### src/rtl/cnn_result_uart.sv
// cnn_result_uart
//
// Purpose: sits after the CNN core on the FPGA top level. It measures how many
// clock cycles pass from the `start` pulse to the `done` pulse and latches the
// class result for the LEDs. It then sends a 7-byte report frame over a UART,
// LSB first, with this layout:
//     FRAME_HDR, result, cycles[31:24], cycles[23:16], cycles[15:8],
//     cycles[7:0], chk
// where chk is the XOR of bytes 1..5.
//
// Ports:
//     clk         system clock
//     rst         synchronous, active-high reset
//     start       single-cycle pulse that launches the CNN core
//     done        single-cycle completion pulse from the CNN core
//     result[7:0] class result, valid while done=1
//     led_result  result latched on the last done
//     uart_tx     serial line, idles high
//     busy        high while a frame is being transmitted
//     overrun     sticky flag; a done arrived while a frame was in flight
//
// Parameters:
//     CLKS_PER_BIT  clock cycles per UART bit (legal range 4..65535)
//     FRAME_HDR     first byte of every frame
//
// Optional build macro CNN_UART_PARITY_EN: adds an even-parity bit between
// data bit 7 and the stop bit, so each byte takes 11 bit-times instead of 10.

module cnn_result_uart #(
    parameter int          CLKS_PER_BIT = 868,
    parameter logic [7:0]  FRAME_HDR    = 8'hA5
) (
    input  logic       clk,
    input  logic       rst,
    input  logic       start,
    input  logic       done,
    input  logic [7:0] result,
    output logic [7:0] led_result,
    output logic       uart_tx,
    output logic       busy,
    output logic       overrun
);

    localparam logic [15:0] BAUD_LAST = 16'(CLKS_PER_BIT - 1);

    typedef enum logic {
        M_IDLE,
        M_RUN
    } m_state_t;

    typedef enum logic [2:0] {
        T_IDLE,
        T_START,
        T_DATA,
`ifdef CNN_UART_PARITY_EN
        T_PARITY,
`endif
        T_STOP
    } t_state_t;

    // ------------------------------------------------------------------
    // Latency measurement
    // ------------------------------------------------------------------
    m_state_t    m_state_reg, m_state_next;
    logic [31:0] cnt_reg, cnt_next;
    logic [31:0] cycles_now;

    // The start cycle itself counts as the first cycle. The counter is
    // therefore loaded with 1, and a done N cycles after start sees N.
    always_comb begin
        m_state_next = m_state_reg;
        cnt_next     = cnt_reg;
        if (start) begin
            m_state_next = M_RUN;
            cnt_next     = 32'd1;
        end else if (done) begin
            m_state_next = M_IDLE;
        end else if (m_state_reg == M_RUN && cnt_reg != 32'hFFFF_FFFF) begin
            cnt_next = cnt_reg + 32'd1;
        end
    end

    // A done while no run is in progress reports zero cycles. The counter
    // may still hold a stale value from the previous run.
    assign cycles_now = (m_state_reg == M_RUN) ? cnt_reg : 32'd0;

    always_ff @(posedge clk) begin
        if (rst) begin
            m_state_reg <= M_IDLE;
            cnt_reg     <= 32'd0;
        end else begin
            m_state_reg <= m_state_next;
            cnt_reg     <= cnt_next;
        end
    end

    // ------------------------------------------------------------------
    // Result latch, frame capture, overrun
    // ------------------------------------------------------------------
    t_state_t    t_state_reg, t_state_next;
    logic [15:0] baud_cnt_reg, baud_cnt_next;
    logic [3:0]  bit_cnt_reg, bit_cnt_next;
    logic [2:0]  byte_idx_reg, byte_idx_next;
    logic [7:0]  shift_reg, shift_next;
    logic        tx_reg, tx_next;
    logic        busy_reg, busy_next;
    logic        overrun_reg;
    logic [7:0]  led_reg;
    logic        baud_done;
    logic        frame_end;
    logic        accept;
    logic [2:0]  next_byte;
`ifdef CNN_UART_PARITY_EN
    logic        par_reg, par_next;
`endif

    // Bytes 1..6 of the frame being captured. Byte 0 is the constant header.
    logic [7:0] cap_bytes [1:6];
    logic [7:0] frame_reg [1:6];

    assign baud_done = (baud_cnt_reg == BAUD_LAST);
    assign frame_end = (t_state_reg == T_STOP) && baud_done && (byte_idx_reg == 3'd6);
    // The final cycle of the last stop bit counts as free. A done arriving
    // in that cycle starts the next frame back-to-back, not as an overrun.
    assign accept    = done && (!busy_reg || frame_end);
    assign next_byte = byte_idx_reg + 3'd1;

    assign cap_bytes[1] = result;

    genvar gi;
    generate
        for (gi = 0; gi < 4; gi++) begin : g_cycles_bytes
            assign cap_bytes[gi + 2] = cycles_now[31 - 8*gi -: 8];
        end
    endgenerate

    assign cap_bytes[6] = cap_bytes[1] ^ cap_bytes[2] ^ cap_bytes[3]
                        ^ cap_bytes[4] ^ cap_bytes[5];

    generate
        for (gi = 1; gi <= 6; gi++) begin : g_frame_store
            always_ff @(posedge clk) begin
                if (rst) begin
                    frame_reg[gi] <= 8'h00;
                end else if (accept) begin
                    frame_reg[gi] <= cap_bytes[gi];
                end
            end
        end
    endgenerate

    always_ff @(posedge clk) begin
        if (rst) begin
            led_reg     <= 8'h00;
            overrun_reg <= 1'b0;
        end else begin
            if (done) begin
                led_reg <= result;
            end
            if (done && !accept) begin
                overrun_reg <= 1'b1;
            end
        end
    end

    // ------------------------------------------------------------------
    // Transmitter
    // ------------------------------------------------------------------
    // uart_tx is registered. The value for the next bit is chosen in the
    // same cycle the state changes, so the line and the state stay aligned.
    // The start bit therefore appears on the line right after the
    // capturing edge.
    always_comb begin
        t_state_next  = t_state_reg;
        baud_cnt_next = baud_cnt_reg;
        bit_cnt_next  = bit_cnt_reg;
        byte_idx_next = byte_idx_reg;
        shift_next    = shift_reg;
        tx_next       = tx_reg;
        busy_next     = busy_reg;
`ifdef CNN_UART_PARITY_EN
        par_next      = par_reg;
`endif
        case (t_state_reg)
            T_IDLE: begin
                if (accept) begin
                    t_state_next  = T_START;
                    baud_cnt_next = 16'd0;
                    byte_idx_next = 3'd0;
                    shift_next    = FRAME_HDR;
`ifdef CNN_UART_PARITY_EN
                    par_next      = ^FRAME_HDR;
`endif
                    tx_next       = 1'b0;
                    busy_next     = 1'b1;
                end
            end
            T_START: begin
                if (baud_done) begin
                    baud_cnt_next = 16'd0;
                    bit_cnt_next  = 4'd0;
                    t_state_next  = T_DATA;
                    tx_next       = shift_reg[0];
                end else begin
                    baud_cnt_next = baud_cnt_reg + 16'd1;
                end
            end
            T_DATA: begin
                if (baud_done) begin
                    baud_cnt_next = 16'd0;
                    if (bit_cnt_reg == 4'd7) begin
`ifdef CNN_UART_PARITY_EN
                        t_state_next = T_PARITY;
                        tx_next      = par_reg;
`else
                        t_state_next = T_STOP;
                        tx_next      = 1'b1;
`endif
                    end else begin
                        // shift_reg[0] is the bit on the line now.
                        bit_cnt_next = bit_cnt_reg + 4'd1;
                        shift_next   = {1'b0, shift_reg[7:1]};
                        tx_next      = shift_reg[1];
                    end
                end else begin
                    baud_cnt_next = baud_cnt_reg + 16'd1;
                end
            end
`ifdef CNN_UART_PARITY_EN
            T_PARITY: begin
                if (baud_done) begin
                    baud_cnt_next = 16'd0;
                    t_state_next  = T_STOP;
                    tx_next       = 1'b1;
                end else begin
                    baud_cnt_next = baud_cnt_reg + 16'd1;
                end
            end
`endif
            T_STOP: begin
                if (baud_done) begin
                    baud_cnt_next = 16'd0;
                    if (byte_idx_reg == 3'd6) begin
                        if (accept) begin
                            // Start the next frame with no idle gap.
                            t_state_next  = T_START;
                            byte_idx_next = 3'd0;
                            shift_next    = FRAME_HDR;
`ifdef CNN_UART_PARITY_EN
                            par_next      = ^FRAME_HDR;
`endif
                            tx_next       = 1'b0;
                        end else begin
                            t_state_next = T_IDLE;
                            busy_next    = 1'b0;
                            tx_next      = 1'b1;
                        end
                    end else begin
                        t_state_next  = T_START;
                        byte_idx_next = next_byte;
                        shift_next    = frame_reg[next_byte];
`ifdef CNN_UART_PARITY_EN
                        par_next      = ^frame_reg[next_byte];
`endif
                        tx_next       = 1'b0;
                    end
                end else begin
                    baud_cnt_next = baud_cnt_reg + 16'd1;
                end
            end
            default: begin
                t_state_next = T_IDLE;
                busy_next    = 1'b0;
                tx_next      = 1'b1;
            end
        endcase
    end

    always_ff @(posedge clk) begin
        if (rst) begin
            t_state_reg  <= T_IDLE;
            baud_cnt_reg <= 16'd0;
            bit_cnt_reg  <= 4'd0;
            byte_idx_reg <= 3'd0;
            shift_reg    <= 8'h00;
            tx_reg       <= 1'b1;
            busy_reg     <= 1'b0;
`ifdef CNN_UART_PARITY_EN
            par_reg      <= 1'b0;
`endif
        end else begin
            t_state_reg  <= t_state_next;
            baud_cnt_reg <= baud_cnt_next;
            bit_cnt_reg  <= bit_cnt_next;
            byte_idx_reg <= byte_idx_next;
            shift_reg    <= shift_next;
            tx_reg       <= tx_next;
            busy_reg     <= busy_next;
`ifdef CNN_UART_PARITY_EN
            par_reg      <= par_next;
`endif
        end
    end

    assign led_result = led_reg;
    assign uart_tx    = tx_reg;
    assign busy       = busy_reg;
    assign overrun    = overrun_reg;

endmodule

### config.mk
export PLATFORM = sky130hd
export DESIGN_NAME = cnn_result_uart
export DESIGN_NICKNAME = d
export VERILOG_FILES = /design/src/rtl/cnn_result_uart.sv
export SDC_FILE = /design/constraint.sdc
export NUM_CORES = 1
export LEC_CHECK = 0
export CAP_MARGIN = 30
export CORE_MARGIN = 8
export CORE_UTILIZATION = 55
export CTS_CLUSTER_SIZE = 24
export DETAILED_ROUTE_END_ITERATION = 10
export HOLD_SLACK_MARGIN = 0.06
export MAX_ROUTING_LAYER = met4
export PLACE_DENSITY = 0.78
export SLEW_MARGIN = 10
export SYNTH_ARGS = -nofsm -noshare
export SYNTH_HDL_FRONTEND = slang
export SYNTH_SLANG_ARGS = --single-unit
### constraint.sdc
create_clock -name clk -period 6.65 [get_ports clk]
set_input_delay 0.665 -clock clk [delete_from_list [all_inputs] [get_ports clk]]
set_output_delay 0.665 -clock clk [all_outputs]
set_load 0.01 [all_outputs]
Word level (Yosys, flattened, before mapping)
Memories as Yosys holds them, arrays and structs flattened.
Index checks and enable logic that the tools add are counted.
{"block": "word_totals", "register_bits": 78, "mem_bits_rw": 48, "input_bits": 12, "word_cells": 127, "n_memories": 1}
{"block": "op_classes", "add_sub_neg": 4, "n_eq_ne": 16, "muxes": 55, "n_bitwise": 12, "reduce_logical": 27}
{"name": "frame_reg", "depth": 6, "width": 8, "read_ports": 1, "rd_ports_with_merged_regs": 0, "wr": 6, "line_no": "119", "source": "logic [7:0] frame_reg [1:6];"}
{"operator": "2-to-1 mux 8 bit", "count": 11}
{"operator": "adder 32 x 1 -> 32 bit, second input constant", "count": 1}
{"operator": "2-to-1 mux 16 bit", "count": 2}
{"operator": "2-to-1 mux 32 bit", "count": 1}
{"operator": "inequality test 32 bit, second input constant", "count": 1}
{"operator": "one-hot mux 16 bit (2 select lines)", "count": 1}
{"operator": "XOR 8 bit", "count": 4}
{"operator": "2-to-1 mux 3 bit", "count": 9}
{"operator": "one-hot mux 8 bit (3 select lines)", "count": 1}
{"operator": "2-to-1 mux 1 bit", "count": 22}
{"operator": "adder 16 x 1 -> 16 bit, second input constant", "count": 1}
{"operator": "== test 16 x 10 -> 1 bit, second input constant", "count": 1}
{"operator": "inequality test 2 bit, second input constant", "count": 8}
{"operator": "2-to-1 mux 4 bit", "count": 3}
{"operator": "one-hot mux 3 bit (4 select lines)", "count": 1}
{"operator": "AND reduction 4 bit", "count": 3}
{"operator": "AND reduction 5 bit", "count": 2}
{"operator": "nonzero test 2 bit", "count": 5}
{"operator": "one-hot mux 4 bit (2 select lines)", "count": 1}
{"operator": "AND reduction 2 bit", "count": 4}
{"operator": "== test 3 x 2 -> 1 bit, second input constant", "count": 2}
{"operator": "bitwise OR 1 bit", "count": 6}
{"operator": "one-hot mux 3 bit (2 select lines)", "count": 1}
{"operator": "logical AND 1 bit", "count": 5}
{"operator": "15 further kinds", "count": 18}

Logic depth before layout (Yosys ltp)
{"block": "depth", "ltp_word": 9, "ltp_mapped": 11, "ltp_nobuf": 7}

Worst setup path after synthesis
OpenSTA, ideal clock, no wires.
{"block": "synth_timing", "path_type": "register -> register", "start": "reg byte_idx_reg[0]", "end": "mem frame_reg[1][0], enable pin", "t_arrival_ns": 3.076, "required_ns": 6.061, "setup_slack_ns": 2.984, "path_stages_with_launch": 9, "cell_sequence": "dfxtp_1 -> clkbuf_1 -> buf_1 -> inv_1 -> ha_1 -> and3_1 -> and2_1 -> a21oi_1 -> nand2b_1"}
{"element": "start, declared", "line_no": "103", "source": "logic [2:0] byte_idx_reg, byte_idx_next;"}
{"element": "start signal, assigned", "line_no": "295", "source": "byte_idx_reg <= byte_idx_next;"}
{"element": "end, declared", "line_no": "119"}

Worst setup path after layout
{"block": "layout_timing", "start": "in done", "end": "reg baud_cnt_reg[7]"}
{"block": "layout_via", "elab_chain_cells": 3}
{"element": "start, declared", "line_no": "36", "source": "input logic done,"}
{"element": "logical AND 1 bit", "line_no": "125", "source": "assign accept = done && (!busy_reg || frame_end);"}
{"element": "inequality test 2 bit (no line)"}
{"element": "AND reduction 2 bit (no line)"}
{"element": "end signal, assigned", "line_no": "293", "source": "baud_cnt_reg <= baud_cnt_next;"}
{"element": "end, declared", "line_no": "101", "source": "logic [15:0] baud_cnt_reg, baud_cnt_next;"}
No other way between the ends.
A chain may end at the register's enable or synchronous reset.

==> reports/metrics.yaml <==
logic_synthesis:
  yosysSeqAreaShare_pct: 45.4
  yosys.area.top_type: "dfxtp_1"
  ys_types: 64
  ys_warn_count: 0
  synth_edf_count: 48
  synth_nets: 721
  synth_most_common_cell: "dfxtp_1"
  ys_seq_elements: 125
  synthTopCellsByCount: "dfxtp_1 (77), nor2_1 (51), nand2_1 (50), edfxtp_1 (48), a21oi_1 (46)"
  synth_area_leaders: "dfxtp_1 (23%), edfxtp_1 (22%), mux2i_1 (4.1%)"
  synth_flop_cell: "dfxtp_1"
  syn_area_um2: 6570
  synth_area_per_cell_um2: 9.40
  synth_cells: 699
  yosysTopAreaCellShare_pct: 23.5
  async_flop_share_pct: 0
layout:
  fin_nets: 725
  final.fill_count: 923
  largest_reg_flops: 48
  layout-drive-gt1-share_pct: 8.66
  syn_to_final_growth_pct: 13.9
  antenna_cells: 0
  final_area_um2: 7480
grt:
  grt_use_total_pct: 20.9
  grt.overflow.total: 0
  grt_pass1_vias: 5280
  grt_pass1_wl_um: 26000
  antenna_found_initial: 0
  grt_max_degree: 49
setup_path:
  path_class: "in2reg"
  critPathRequiredTime_ns: 6.96
  startpoint_type: "input port"
  endpoint_kind: "register"
  worstPathArrival_ns: 3.57
  crit_fanout: 21
floorplanning:
  die_w_um: 125
  die_h_um: 125
  ios: 23
  placementRows: 40
  core_area_um2: 11800
  start_util_pct: 55.6
  die_area_um2: 15700
sta:
  setup-violations-final: 0
  tightestPinTransition_ns: 0.884
  rsz0062_at_grt: "false"
  slew_headroom_pct: 40.7
  finalSetupTns_ns: 0
  hold_slack_ns: 0.474
  fin_crit_sh_pct: 49.0
  min_period_ns: 3.26
  hold_viol_final: 0
  slew_violations: 0
  finClkSkew_ns: 0.00637
  fmax_mhz: 307
cts:
  cts-buffers-inserted: 17
  cts.clk_slew.worst_paths_ns: 0.06
  clockBufferDepth: 2
  clk_latency_ns: 0.42
  post-cts-setup-buffers: 0
  cts_resized: 0
  cts_max_level: 4
  cts_root_buffer: "clkbuf_16"
  cts_sinks: 125
  cts_tree: "yes"
  cts_hold_buf: 0
routing:
  dr_total_vias: 5468
  first_pass_iters: 5
  via_per_inst: 6.34
  wl_per_cell_um: 18.0
  first_iter_violations: 576
  wl_um: 15600
  ant_nets: 0
  drc: 0
placement:
  dpl.hpwl_um: 10500
  placed_area_um2: 6890
  place_congestion: 0.894
  placement.io_buffers: 22
power_and_ir_drop:
  ir_drop_v: 0.000167
  power_mw: 2.33
  p_per_area_nw_per_um2: 312
  p_leak_nw: 2.72
run_status:
  status: "finished clean"
flow_run:
  max-cap-violations: 0
worst_hold_path:
  hp-class: "reg2reg"
logic make-up after synthesis:
kind of cell,count (synthesis),synth area share [%]
adders and majority gates,10,1.90
xor gates and xnor gates,42,5.60
buffers and inverters,65,3.79
muxes,38,6.17
AOI/OAI and AO/OA,150,15.1
and+or+nand+nor,269,22.1
DFF,125,45.4
layout make-up:
| cell class | count | area (um^2) | area share [%] |
|---|---|---|---|
| timing repair buffer | 29 | 297 | 3.96 |
| clock buffer | 19 | 454 | 6.07 |
| multi-input combinational | 509 | 3340 | 44.7 |
| inverter | 21 | 78.8 | 1.05 |
| sequential | 125 | 2980 | 39.9 |
| tap | 147 | 184 | 2.46 |
| clock inverter | 13 | 141 | 1.89 |
critical path: stages:
cell             delay, ns
clkdlybuf4s50_1       0.98
nor2b_1               0.46
a21o_1                0.30
a31oi_1               0.06
buf_4                 0.22
o21bai_1              0.60
and3b_1               0.26
metal layers:
layer	vias up	share of wire [%]	track usage (%)
li1	2604	-	-
met1	2625	41	23.3
met2	189	50	34.6
met3	50	5.4	4.63
met4	0	3.6	11.5
met5	-	0	-
worst paths after layout:
kind | cells past startpoint | end | slack (ns) | start
worst max-delay path | 7 | baud_cnt_reg[7] | 3.39 | done
worst min register to register | 2 | baud_cnt_reg[1] | 0.47 | baud_cnt_reg[1]
worst max register to register | 7 | baud_cnt_reg[7] | 3.75 | baud_cnt_reg[0]
worst min-delay path | 2 | baud_cnt_reg[1] | 0.47 | baud_cnt_reg[1]
power by group:
part           internal [mW]  switching [mW]
clock                  0.574           0.353
sequential             0.883          0.0435
combinational          0.186           0.296
per-stage QoR:
stage	util (%)	instances	setup slack, ns
6_report	63.3	863	3.39
5_1_grt	63.3	863	3.22
4_1_cts	63.3	863	3.44
3_5_place_dp	58.3	831	3.07
3_3_place_gp	57.9	828	3.07
2_1_floorplan	-	699	2.98
layout by cell type (no fill, tap or decap), types with 9 or more instances in the layout:
cell	netlist	routed
clkbuf_16	0	18
a21oi_1	46	46
nand3_1	18	18
xnor2_1	22	22
and3_1	35	35
mux2i_1	27	27
a31oi_1	9	9
clkdlybuf4s50_1	0	22
nand4_1	15	15
xor2_1	20	20
nor2_1	51	50
mux2_2	10	10
dfxtp_1	77	77
inv_1	21	21
nand2_1	50	50
or3_1	21	21
edfxtp_1	48	48
ha_1	10	10
nor3_1	14	14
and2_1	15	15
o21ai_0	26	26
Note: power is estimated with default switching activity, not from simulation.
